`config.mk`:
```
export PLATFORM = sky130hd
export DESIGN_NAME = pipe_ctrl_flat
export DESIGN_NICKNAME = d
export VERILOG_FILES = /design/src/rtl/pipe_ctrl_if.sv /design/src/rtl/pipe_ctrl.sv /design/src/flat_wrapper.sv
export SDC_FILE = /design/constraint.sdc
export NUM_CORES = 1
export LEC_CHECK = 0
export ABC_AREA = 0
export ABC_CLOCK_PERIOD_IN_PS = 2500
export BUFFER_PORTS_ARGS = -buffer_cell sky130_fd_sc_hd__buf_2
export CORE_MARGIN = 2
export CORE_UTILIZATION = 40
export CTS_BUF_LIST = sky130_fd_sc_hd__clkbuf_16
export DETAILED_ROUTE_END_ITERATION = 8
export PLACE_DENSITY = 0.64
export REMOVE_ABC_BUFFERS = 1
export SLEW_MARGIN = 20
export SYNTH_ARGS = -nofsm -noshare
export SYNTH_HDL_FRONTEND = slang
export SYNTH_SLANG_ARGS = --single-unit
export TNS_END_PERCENT = 50
```
`constraint.sdc`:
```
create_clock -name clk -period 2.5 [get_ports clk]
set_input_delay 0.125 -clock clk [delete_from_list [all_inputs] [get_ports clk]]
set_output_delay 0.125 -clock clk [all_outputs]
set_load 0.1 [all_outputs]
```
`src/rtl/pipe_ctrl_if.sv`:
```
// Pipeline control bus between the datapath and pipe_ctrl.
//   EX-stage redirect info : pc_ex, jmp_enable_ex, jmp_dir_ex,
//                            branch_enable_ex, branch_dir_ex, branch_cond
//   ID-stage read flags    : read_a_id, read_b_id
//   In-flight write selects: sel_{a,b}_{ex,me,wb} (2'b00 = no write)
//   Control outputs        : pc_sel, pc_target, pc_enable, ifid_enable,
//                            idex_flush, state, stall_count
// The slave modport is the controller; the master modport is the datapath.
interface pipe_ctrl_if;
  logic [9:0]  pc_ex;
  logic        jmp_enable_ex;
  logic [9:0]  jmp_dir_ex;
  logic        branch_enable_ex;
  logic [5:0]  branch_dir_ex;
  logic        branch_cond;
  logic        read_a_id;
  logic        read_b_id;
  logic [1:0]  sel_a_ex;
  logic [1:0]  sel_a_me;
  logic [1:0]  sel_a_wb;
  logic [1:0]  sel_b_ex;
  logic [1:0]  sel_b_me;
  logic [1:0]  sel_b_wb;
  logic        pc_sel;
  logic [9:0]  pc_target;
  logic        pc_enable;
  logic        ifid_enable;
  logic        idex_flush;
  logic [1:0]  state;
  logic [15:0] stall_count;

  modport master (
    output pc_ex, jmp_enable_ex, jmp_dir_ex, branch_enable_ex, branch_dir_ex,
           branch_cond, read_a_id, read_b_id, sel_a_ex, sel_a_me, sel_a_wb,
           sel_b_ex, sel_b_me, sel_b_wb,
    input  pc_sel, pc_target, pc_enable, ifid_enable, idex_flush, state,
           stall_count
  );

  modport slave (
    input  pc_ex, jmp_enable_ex, jmp_dir_ex, branch_enable_ex, branch_dir_ex,
           branch_cond, read_a_id, read_b_id, sel_a_ex, sel_a_me, sel_a_wb,
           sel_b_ex, sel_b_me, sel_b_wb,
    output pc_sel, pc_target, pc_enable, ifid_enable, idex_flush, state,
           stall_count
  );
endinterface

```
`src/rtl/pipe_ctrl.sv`:
```
// pipe_ctrl: PC-redirect and hazard-stall controller for a 5-stage pipeline.
// Ports:
//   clk  - single clock, rising edge
//   rst  - asynchronous active-high reset
//   bus  - pipe_ctrl_if.slave (EX redirect info, ID read flags, in-flight
//          write selects in; PC mux/enables, ID/EX flush, state and
//          saturating stall counter out)
// After reset BOOT_CYCLES bubbles are issued while the synchronous ROM fills
// IF; after a taken jump/branch FLUSH_CYCLES further bubbles follow the
// redirect cycle itself.
module pipe_ctrl #(
  parameter int BOOT_CYCLES  = 2,
  parameter int FLUSH_CYCLES = 2
) (
  input  logic         clk,
  input  logic         rst,
  pipe_ctrl_if.slave   bus
);

  typedef enum logic [1:0] {
    BOOT  = 2'd0,
    RUN   = 2'd1,
    FLUSH = 2'd2,
    STALL = 2'd3
  } state_t;

  localparam logic [15:0] BOOT_LOAD  = 16'(BOOT_CYCLES - 1);
  localparam logic [15:0] FLUSH_LOAD = 16'(FLUSH_CYCLES - 1);

  function automatic logic [15:0] sat_inc(input logic [15:0] v);
    return (v == 16'hFFFF) ? v : v + 16'd1;
  endfunction

  state_t      state, state_n;
  logic [15:0] cnt, cnt_n;
  logic [15:0] stall_cnt;
  logic        stall_inc;

  logic        redirect;
  logic        hazard;
  logic [9:0]  target;

  logic signed [5:0] br_off;
  logic signed [9:0] br_off_ext;

  // Branch offset is sign-extended; the 10-bit add wraps modulo 1024.
  assign br_off     = bus.branch_dir_ex;
  assign br_off_ext = 10'(br_off);

  assign redirect = bus.jmp_enable_ex | (bus.branch_enable_ex & bus.branch_cond);
  assign target   = bus.jmp_enable_ex ? bus.jmp_dir_ex
                                      : bus.pc_ex + $unsigned(br_off_ext);

  // WB writes still hazard: the register file updates at the end of WB.
  assign hazard = (bus.read_a_id & ((bus.sel_a_ex != 2'b00) |
                                    (bus.sel_a_me != 2'b00) |
                                    (bus.sel_a_wb != 2'b00))) |
                  (bus.read_b_id & ((bus.sel_b_ex != 2'b00) |
                                    (bus.sel_b_me != 2'b00) |
                                    (bus.sel_b_wb != 2'b00)));

  always_ff @(posedge clk or posedge rst) begin
    if (rst) begin
      state     <= BOOT;
      cnt       <= BOOT_LOAD;
      stall_cnt <= 16'd0;
    end else begin
      state <= state_n;
      cnt   <= cnt_n;
      if (stall_inc) stall_cnt <= sat_inc(stall_cnt);
    end
  end

  always_comb begin
    state_n         = state;
    cnt_n           = cnt;
    stall_inc       = 1'b0;
    bus.pc_sel      = 1'b0;
    bus.pc_target   = 10'd0;
    bus.pc_enable   = 1'b1;
    bus.ifid_enable = 1'b1;
    bus.idex_flush  = 1'b0;
    case (state)
      BOOT, FLUSH: begin
        // Redirect and hazard inputs are deliberately ignored here.
        bus.idex_flush = 1'b1;
        if (cnt == 16'd0) state_n = RUN;
        else              cnt_n   = cnt - 16'd1;
      end
      RUN, STALL: begin
        if (redirect) begin
          // A stalled ID instruction is squashed by this flush.
          bus.pc_sel     = 1'b1;
          bus.pc_target  = target;
          bus.idex_flush = 1'b1;
          cnt_n          = FLUSH_LOAD;
          state_n        = FLUSH;
        end else if (hazard) begin
          bus.pc_enable   = 1'b0;
          bus.ifid_enable = 1'b0;
          bus.idex_flush  = 1'b1;
          stall_inc       = 1'b1;
          state_n         = STALL;
        end else begin
          state_n = RUN;
        end
      end
      default: state_n = BOOT;
    endcase
  end

  assign bus.state       = state;
  assign bus.stall_count = stall_cnt;

endmodule

```
`src/flat_wrapper.sv`:
```
// flat-port wrapper written by rule: the top's interface ports become plain ports
module pipe_ctrl_flat 
#(
  parameter int BOOT_CYCLES  = 2,
  parameter int FLUSH_CYCLES = 2
)
  (clk, rst, bus_pc_ex, bus_jmp_enable_ex, bus_jmp_dir_ex, bus_branch_enable_ex, bus_branch_dir_ex, bus_branch_cond, bus_read_a_id, bus_read_b_id, bus_sel_a_ex, bus_sel_a_me, bus_sel_a_wb, bus_sel_b_ex, bus_sel_b_me, bus_sel_b_wb, bus_pc_sel, bus_pc_target, bus_pc_enable, bus_ifid_enable, bus_idex_flush, bus_state, bus_stall_count);
  pipe_ctrl_if bus_i ();
  input  logic clk;
  input  logic rst;
  input wire logic [$bits(bus_i.pc_ex)-1:0] bus_pc_ex;
  input wire logic [$bits(bus_i.jmp_enable_ex)-1:0] bus_jmp_enable_ex;
  input wire logic [$bits(bus_i.jmp_dir_ex)-1:0] bus_jmp_dir_ex;
  input wire logic [$bits(bus_i.branch_enable_ex)-1:0] bus_branch_enable_ex;
  input wire logic [$bits(bus_i.branch_dir_ex)-1:0] bus_branch_dir_ex;
  input wire logic [$bits(bus_i.branch_cond)-1:0] bus_branch_cond;
  input wire logic [$bits(bus_i.read_a_id)-1:0] bus_read_a_id;
  input wire logic [$bits(bus_i.read_b_id)-1:0] bus_read_b_id;
  input wire logic [$bits(bus_i.sel_a_ex)-1:0] bus_sel_a_ex;
  input wire logic [$bits(bus_i.sel_a_me)-1:0] bus_sel_a_me;
  input wire logic [$bits(bus_i.sel_a_wb)-1:0] bus_sel_a_wb;
  input wire logic [$bits(bus_i.sel_b_ex)-1:0] bus_sel_b_ex;
  input wire logic [$bits(bus_i.sel_b_me)-1:0] bus_sel_b_me;
  input wire logic [$bits(bus_i.sel_b_wb)-1:0] bus_sel_b_wb;
  output wire logic [$bits(bus_i.pc_sel)-1:0] bus_pc_sel;
  output wire logic [$bits(bus_i.pc_target)-1:0] bus_pc_target;
  output wire logic [$bits(bus_i.pc_enable)-1:0] bus_pc_enable;
  output wire logic [$bits(bus_i.ifid_enable)-1:0] bus_ifid_enable;
  output wire logic [$bits(bus_i.idex_flush)-1:0] bus_idex_flush;
  output wire logic [$bits(bus_i.state)-1:0] bus_state;
  output wire logic [$bits(bus_i.stall_count)-1:0] bus_stall_count;
  assign bus_i.pc_ex = bus_pc_ex;
  assign bus_i.jmp_enable_ex = bus_jmp_enable_ex;
  assign bus_i.jmp_dir_ex = bus_jmp_dir_ex;
  assign bus_i.branch_enable_ex = bus_branch_enable_ex;
  assign bus_i.branch_dir_ex = bus_branch_dir_ex;
  assign bus_i.branch_cond = bus_branch_cond;
  assign bus_i.read_a_id = bus_read_a_id;
  assign bus_i.read_b_id = bus_read_b_id;
  assign bus_i.sel_a_ex = bus_sel_a_ex;
  assign bus_i.sel_a_me = bus_sel_a_me;
  assign bus_i.sel_a_wb = bus_sel_a_wb;
  assign bus_i.sel_b_ex = bus_sel_b_ex;
  assign bus_i.sel_b_me = bus_sel_b_me;
  assign bus_i.sel_b_wb = bus_sel_b_wb;
  assign bus_pc_sel = bus_i.pc_sel;
  assign bus_pc_target = bus_i.pc_target;
  assign bus_pc_enable = bus_i.pc_enable;
  assign bus_ifid_enable = bus_i.ifid_enable;
  assign bus_idex_flush = bus_i.idex_flush;
  assign bus_state = bus_i.state;
  assign bus_stall_count = bus_i.stall_count;
  pipe_ctrl #(.BOOT_CYCLES(BOOT_CYCLES), .FLUSH_CYCLES(FLUSH_CYCLES)) u_core (.clk(clk), .rst(rst), .bus(bus_i));
endmodule
```
Word-level counts from Yosys, hierarchy flattened
Cells that the tools add are included.
{ "totals": {"reg_bits": 34, "latchBits": 0, "ramBits": 0, "rom_bits": 0, "out_inout_bits": 32, "elab_cells": 55, "memories": 0} }
{ "classes": {"add_sub_neg": 3, "mul": 0, "n_div": 0, "magnitude_cmp": 0, "eq_ne": 7, "shift": 0, "n_mux": 20, "bitwise_logic": 10, "reduce_logical": 12} }
{ "ops": {"columns": ["op", "n"], "rows": [
  ["16-bit 2-to-1 mux", 2],
  ["16-bit one-hot mux with 2 select lines", 1],
  ["10-bit 2-to-1 mux", 3],
  ["16-bit by 1-bit adder with 16-bit output (second input constant)", 1],
  ["16-bit == test (second input constant)", 1],
  ["16-bit logical NOT", 1],
  ["16-bit by 1-bit subtractor with 16-bit output (second input constant)", 1],
  ["2-bit nonzero test", 6],
  ["10-bit adder", 1],
  ["1-bit 2-to-1 mux", 9],
  ["2-bit 2-to-1 mux", 3],
  ["1-bit bitwise OR", 6],
  ["2-bit == test (second input constant)", 2],
  ["2-bit by 1-bit != test with 1-bit output (second input constant)", 2],
  ["2-bit one-hot mux with 2 select lines", 1],
  ["2-bit AND reduction", 2],
  ["2-bit OR reduction", 2],
  ["1-bit AND", 3],
  ["2-bit by 1-bit == test with 1-bit output (second input constant)", 1],
  ["2-bit logical NOT", 1],
  ["2-bit != test (second input constant)", 1],
  ["1-bit one-hot mux with 2 select lines", 1],
  ["1-bit NOT", 1]
]} }

Logic depth before layout (Yosys ltp)
Gate-level depths: netlist of run 1.
{ "depth": {"word_depth": 9, "depth_mapped": 8, "depth_no_buf": 7} }

Least setup slack after synthesis of run 1
No wires, ideal clock.
{ "synth_path": {"path_kind": "reg-to-output", "from": "reg u_core.state[0] (netlist: u_core.bus.state[0])", "to": "out bus_pc_target[7]", "t_arrival_ns": 3.579, "t_required_ns": 2.375, "slack_ns": -1.204, "stages_incl_launch_ff": 3, "path_buffers": 0, "cell_sequence": "dfrtp_1 nand4b_1 o31ai_1"} }
{ "synth_between": {"elab_chain_len": 3} }
{ "synth_rtl": {"columns": ["element", "line", "text"], "rows": [
  ["from (decl)", "pipe_ctrl.sv:34", "state_t state, state_n;"],
  ["from (signal assigned)", "pipe_ctrl.sv:68", "state <= state_n;"],
  ["2-bit by 1-bit == test with 1-bit output or 2-bit == test (tied branches)", "pipe_ctrl.sv:83", "case (state)"],
  ["2-bit OR reduction *", "pipe_ctrl.sv:83", null],
  ["10-bit 2-to-1 mux *", "pipe_ctrl.sv:83", null],
  ["to (decl)", "flat_wrapper.sv:26", "output wire logic [$bits(bus_i.pc_target)-1:0] bus_pc_target;"]
]} }
Every way passes the cells marked *; elsewhere a longest branch is shown, timed or not.

Worst setup path in the final report of run 1
{ "layout_path": {"from": "reg u_core.cnt[0]", "to": "reg u_core.cnt[11]"} }
{ "layout_between": {"elab_chain_len": 3} }
{ "layout_rtl": {"columns": ["element", "line", "text"], "rows": [
  ["from (decl)", "pipe_ctrl.sv:35", "logic [15:0] cnt, cnt_n;"],
  ["from (signal assigned)", "pipe_ctrl.sv:69", "cnt <= cnt_n;"],
  ["16-bit by 1-bit subtractor with 16-bit output or 16-bit logical NOT (tied branches)", "pipe_ctrl.sv:88, pipe_ctrl.sv:87", null],
  ["16-bit 2-to-1 mux or 2-bit != test (tied branches)", null, null],
  ["16-bit one-hot mux with 2 select lines or 2-bit AND reduction (tied branches)", null, null]
]} }
Several ways; a longest one is shown, not always the timed one. The select of a mux whose other input is x is not followed.
A chain may end at the register's enable or synchronous reset.

==> metrics, run 1 <==
outcome finished, final reports clean; slowest stage cell, crit path or4_1; I/O pins 77; initial core utilization 40.9%; R2R depth 7; WS Path Type reg2reg; Port Buffers 76; # placed instances 409; Reg-to-Reg Start u_core.cnt[0]$_DFFE_PP1P_; Gate power share 39.2%; Setup crit start u_core.cnt[0]$_DFFE_PP1P_; pin slew with the least headroom to its limit 0.698 ns; total die area 6580 µm²; final critical-path share of the clock period 90.2%; Core Region 5820 µm²; design area 3080 µm²; Total GRT Usage 18.2%; Final Slew Violations 0; GRT overflow 0; hold-fix buffers at CTS 1; die extent in x 81.1 µm; Area Overhead vs Synth 29.3%; number of inserted diodes 0; total of flip-flops plus latches after synthesis 34; M1 GR Usage 23.5%; crit path capture type flop; worst endpoint data arrival time 2.40 ns; Cell Area, Synth 2380 µm²; minimum clock period 2.25 ns; Seq/Total Area, Yosys 35.8%; Max Clk Rate 444 MHz; Clk pwr share 29.1%; # Post-CTS Setup Buffers 0; Layout Nets 400; internal power 1600 µW; dpl cell area 2880 µm²; Max-cap violations 0; row cnt 28; Mapped Cells 261; Setup TNS 0 ns; Synth cell types 59; initial antenna violation count 0; CTS Sinks 34; PwrDens 887 nW/µm²; Max Root-Sink Buffers 2; RSZ-0062 raised after global routing false; DR vias/cell 5.52; largest net degree at the start of global routing 19; GP Congestion 0.826; hpwl dp 4260 µm; final wirelength 5630 µm; Clock Latency Late Sink 0.27 ns; ANT nets after route 0; Worst EP required 2.65 ns; syn avg cell area 9.11 µm²; GR Util met3 3.11%; CTS tree yes; Final Skew 0.00263 ns; CP endpoint u_core.cnt[11]$_DFFE_PP0P_; Setup Viol. Count Final 0; vias in the first global route 2111; Critical Path Start Type flop; worst-case vdd ir drop 0.000932 V; Die Y 81.1 µm; RR Endpoint u_core.cnt[11]$_DFFE_PP0P_; endpoints failing hold 0; Pre-antenna DRT Iters 4; first-pass GRT wire length 9460 µm; Net Sw Frac 41.2%; Iteration-0 DRC Markers 117; setup slack, reg-to-reg 0.25 ns; Net Sw Power 1120 µW; Crit Path Max Fanout 6; CTS Buf Count 5; routed wire length per instance 13.5 µm; Final Non-Filler Cells 418; clock slew at reported path FFs 0.05 ns; DR vias 2309; DRC violations left 0; largest stage delay on the critical path 0.65 ns; Leak Pwr 0.00152 µW; share of cells above drive strength 1 29.4%; sequential share of power 31.7%; worst path cell trace inv_1 > ha_1 > or4b_2 > nor4_4 > or4_1 > o311ai_1 > o41ai_1; Synth warnings 0; share of flip-flops with an asynchronous set or reset 100%; most frequently used flop master after synthesis dfrtp_1; H-tree depth 2; Post-synth EDFFs 0; Top Usage Layer GRT met2; Root Buffer Master clkbuf_16; met2 usage 32.1%; CTS resizes 0; Hold Crit Class in2reg; Worst slew margin 53.4%
synthesized netlist by cell type (2+ instances only):
library cell	count	area share (%)
clkbuf_1	6	0.95
o21ai_0	9	1.9
a21o_1	5	1.6
nor3_1	7	1.5
inv_1	7	1.1
xnor2_1	17	6.3
dfrtp_1	33	35
nor4b_1	4	1.5
mux2i_1	8	3.4
nand2_1	28	4.4
nand3_1	13	2.7
a21oi_1	14	2.9
o21a_1	2	0.63
nor3b_1	2	0.63
nor2_1	13	2.1
ha_1	12	6.3
and4_1	5	1.8
nor4_1	3	0.79
o311ai_1	2	0.74
o31ai_1	4	1.3
xor2_1	4	1.5
o41ai_1	2	0.74
buf_4	2	0.63
mux2_2	2	0.95
or4_1	4	1.3
a31oi_1	2	0.53
and3_1	9	2.4
nand4_1	9	2.4
buf_2	2	0.42
or3_1	2	0.53
critical path: cells and delay by family (launching register included):
family / cells / cell delay [ns]
flops: 1 / 0.54
compound gates: 2 / 0.40
fa+ha+maj: 1 / 0.18
simple gates: 3 / 0.94
buf+inv: 1 / 0.06
state kept, by name, summed over array words and instances (netlist names):
register / flops
u_core.bus.state: 2
u_core.bus.stall_count: 16
u_core.cnt: 16
worst min path at each step:
stage          cells after the start             from                                     to
2_1_floorplan                      1              rst  u_core.bus.stall_count[0]$_DFFE_PP0P_
3_3_place_gp                       2              rst             u_core.cnt[14]$_DFFE_PP0P_
3_5_place_dp                       2              rst             u_core.cnt[14]$_DFFE_PP0P_
4_1_cts                            4    bus_read_b_id        u_core.bus.state[1]$_DFFE_PP0P_
5_1_grt                            4  bus_sel_b_wb[1]        u_core.bus.state[1]$_DFFE_PP0P_
6_report                           4    bus_read_b_id        u_core.bus.state[1]$_DFFE_PP0P_
power groups by stage:
stage | logic [µW] | registers, µW | clock network [µW]
3_5_place_dp | 1070 | 872 | 0
2_1_floorplan | 606 | 1080 | 0
6_report | 1070 | 865 | 792
5_1_grt | 1180 | 896 | 837
3_3_place_gp | 1060 | 866 | 0
4_1_cts | 1080 | 862 | 809
cell families after synthesis:
group           Yosys count  synth area share (%)
compound gates           53                  14.8
mux                      10                  4.31
flops                    34                  35.8
simple gates            111                  26.8
xor+xnor                 21                  7.73
fa+ha+maj                13                  7.15
buf+inv                  19                  3.42
cell type report:
type	instances	area (µm²)
Fill cell	583	2740
Clock buffer	5	125
Tap cell	75	93.8
Timing Repair Buffer	85	465
Clock inverter	3	63.8
Multi-Input combinational cell	208	1450
Inverter	8	30.0
Sequential cell	34	852
metal layers:
metal / share of wire, % / vias up
met3: 4.2 / 2
met1: 45 / 1115
met5: 0 / -
met2: 51 / 54
li1: - / 1138
met4: 0.14 / 0
layout by cell type (no fill, tap or decap), drive strengths merged, types with 7 or more instances in the layout:
master  synthesis  layout
buf             5      84
dfrtp          33      33
nand2          28      28
xnor2          17      17
a21oi          15      15
nor2           13      13
nand3          13      13
ha             12      12
o21ai          11      11
nand4           9       9
and3            9       9
mux2i           8       8
nor3            7       7
inv             7       7
metrics by stage:
stage | setup slack [ns] | hold slack, ns | power [µW] | util (%)
after detailed placement | 0.264 | 0.276 | 1940 | 49.5
after CTS | 0.254 | 0.274 | 2750 | 52.9
after global placement | 0.310 | 0.269 | 1920 | 49.5
final | 0.246 | 0.268 | 2730 | 52.9
after floorplan | -1.36 | 0.266 | 1690 | -
after global routing | 0.0726 | 0.320 | 2910 | 52.9
Note: power is estimated with default switching activity, not from simulation.
==> run 2: changes to the inputs <==
--- a/config.mk
+++ b/config.mk
@@ -5,14 +5,14 @@
 export SDC_FILE = /design/constraint.sdc
 export NUM_CORES = 1
 export LEC_CHECK = 0
-export ABC_AREA = 0
+export ABC_AREA = 1
 export ABC_CLOCK_PERIOD_IN_PS = 2500
-export BUFFER_PORTS_ARGS = -buffer_cell sky130_fd_sc_hd__buf_2
+export BUFFER_PORTS_ARGS = -buffer_cell sky130_fd_sc_hd__clkbuf_2
 export CORE_MARGIN = 2
 export CORE_UTILIZATION = 40
 export CTS_BUF_LIST = sky130_fd_sc_hd__clkbuf_16
 export DETAILED_ROUTE_END_ITERATION = 8
-export PLACE_DENSITY = 0.64
+export PLACE_DENSITY = 0.62
 export REMOVE_ABC_BUFFERS = 1
 export SLEW_MARGIN = 20
 export SYNTH_ARGS = -nofsm -noshare
==> run 2 against run 1 <==
Against the previous run:
- fmax is 10% higher
- routed wire length is 20% higher
- sequential cell count stayed put
- clock power is 24% lower
- area after synthesis is 21% higher
- power is 52% lower
- hold slack better by 0.041 ns
- non-clock buffer count is 6 lower
- sequential share of layout area is 3.1 points lower
- synthesized cell count is 62% higher
- first-iteration DRC count is 31% higher
- highest routed layer unchanged
==> metrics, run 2 <==
Pre-antenna DRT Iters 4; RSZ-0062 raised after global routing false; die extent in x 88.8 µm; Layout Nets 559; Root Buffer Master clkbuf_16; GP Congestion 0.841; # Post-CTS Setup Buffers 0; Port Buffers 76; Leak Pwr 0.00177 µW; H-tree depth 2; Final Non-Filler Cells 598; Core Region 6870 µm²; CTS Buf Count 5; internal power 989 µW; vias in the first global route 2651; PwrDens 381 nW/µm²; ANT nets after route 0; Max-cap violations 0; total die area 7890 µm²; Area Overhead vs Synth 20.5%; most frequent CP cell nand3_1; Fill cells 714; I/O pins 77; Clk pwr share 45.4%; Worst EP required 2.38 ns; Worst Slack Setup Final 0.452 ns; worst path cell trace clkbuf_2 > ha_1 > fa_1 > nand3_1 > nand3_1 > nand3_1 > nand3_1 > nand2_1 > o21ai_0 > inv_1 > clkbuf_2; DR vias/cell 4.74; number of inserted diodes 0; dpl cell area 3320 µm²; synth cell count leaders nand2_1, nor2_1, nand3_1, inv_1, dfrtp_1; initial antenna violation count 0; Cell Area, Synth 2880 µm²; Net Sw Frac 25.2%; hpwl dp 5200 µm; Clock Latency Late Sink 0.28 ns; final wirelength 6750 µm; final critical-path share of the clock period 81.9%; most frequently used flop master after synthesis dfrtp_1; outcome finished, final reports clean; Worst slew margin 51.9%; pin slew with the least headroom to its limit 0.721 ns; endpoints failing hold 0; worst-case vdd ir drop 0.000227 V; Synth warnings 0; dominant cells by area after synthesis dfrtp_1, nand2_1, nand3_1; Gate power share 12.9%; most frequent cells in the layout nand2_1, clkbuf_2, nor2_1; CTS tree yes; Die Y 88.8 µm; Hold Crit Class in2reg; design area 3470 µm²; first-pass GRT wire length 11700 µm; share of cells above drive strength 1 25.9%; largest net degree at the start of global routing 25; initial core utilization 41.9%; DRC violations left 0; syn avg cell area 6.82 µm²; Final Slew Violations 0; Max Root-Sink Buffers 2; Iteration-0 DRC Markers 153; Yosys top cell area share 28.7%; DR vias 2836; largest stage delay on the critical path 0.44 ns; CTS Sinks 34; Total GRT Usage 18.5%; WS Path Type in2out; total of flip-flops plus latches after synthesis 34; crit path capture type output port; sequential share of power 41.6%; Setup Viol. Count Final 0; routed wire length per instance 11.3 µm; Mapped Cells 422; area leader, netlist dfrtp_1; Seq/Total Area, Yosys 29.6%; Final Skew 0.00856 ns; Max Clk Rate 488 MHz; # placed instances 589; most common cell after layout, fill and taps aside nand2_1; slowest stage cell, crit path clkbuf_2; worst hold slack 0.309 ns; Synth cell types 36; minimum clock period 2.05 ns; Net Sw Power 333 µW; worst endpoint data arrival time 1.92 ns; Critical Path Start Type input pin; GRT overflow 0; most frequent cell after synthesis nand2_1; Crit Path Max Fanout 3; clock slew at reported path FFs 0.05 ns; share of flip-flops with an asynchronous set or reset 100%; Post-synth EDFFs 0; row cnt 30; pre-CTS setup slack 0.440 ns
-- run 2: timing repair --
| item | CTS | global route |
|---|---|---|
| hold buffers | 1 | 0 |
| setup endpoints to repair | 0 | 0 |
| endpoints found under the hold margin | 17 | 0 |
| resized for setup | 0 | 0 |
-- run 2: layout make-up --
type / count / area, µm² / share of cell area (%)
multi-input cells: 335 / 1760 / 50.8
flip-flops and latches: 34 / 852 / 24.6
repair buffers: 79 / 405 / 11.7
inverters: 46 / 185 / 5.34
clock buffers: 5 / 125 / 3.61
well taps: 96 / 120 / 3.46
clock inverters: 3 / 17.5 / 0.505
-- run 2: path summary, 6_finish.rpt --
path / start / endpoint / slack (ns) / depth (start not counted)
max: bus_branch_dir_ex[0] / bus_pc_target[6] / 0.45 / 11
min: bus_read_b_id / u_core.bus.state[1]$_DFFE_PP0P_ / 0.31 / 5
max reg2reg: u_core.bus.stall_count[0]$_DFFE_PP0P_ / u_core.bus.stall_count[14]$_DFFE_PP0P_ / 0.65 / 8
min reg2reg: u_core.cnt[15]$_DFFE_PP0P_ / u_core.cnt[15]$_DFFE_PP0P_ / 0.52 / 2
max in group asynchronous: rst / u_core.bus.stall_count[8]$_DFFE_PP0P_ / 1.30 / 4
min in group asynchronous: rst / u_core.cnt[13]$_DFFE_PP0P_ / 0.49 / 3
-- run 2: kinds of logic after synthesis --
kind of cell,count (synthesis),synth area share (%)
simple gates,268,41.8
fa+ha+maj,13,5.91
compound gates,33,7.21
flops,34,29.6
xor+xnor,21,6.39
buf+inv,53,9.13
-- run 2: worst max-delay path: cells and delay by family --
kind,cells,cell delay (ns)
AO/OA/AOI/OAI,1,0.07
adder cells (fa/ha/maj),2,0.65
buffers and inverters,3,0.58
AND/OR/NAND/NOR,5,0.49
-- run 2: metrics by stage --
stage	power [µW]	TNS (ns)	utilization, %
after global placement	730	0	48.3
final	1320	0	50.5
after floorplan	669	-11.05	-
after global routing	1390	0	50.5
after detailed placement	731	0	48.3
after CTS	1340	0	50.5
-- run 2: per-layer routing --
| metal | part of all wire [%] | track usage, % |
|---|---|---|
| met1 | 48 | 24.7 |
| met2 | 46 | 30.5 |
| met3 | 4.8 | 3.26 |
| met4 | 1.1 | 5.79 |
| met5 | 0 | 0 |
-- run 2: power by group through the flow --
stage | logic (µW) | registers (µW) | clock network, µW
after floorplan | 108 | 560 | 0
after global placement | 169 | 560 | 0
after detailed placement | 171 | 560 | 0
after CTS | 173 | 551 | 614
after global routing | 198 | 550 | 643
final | 171 | 551 | 601
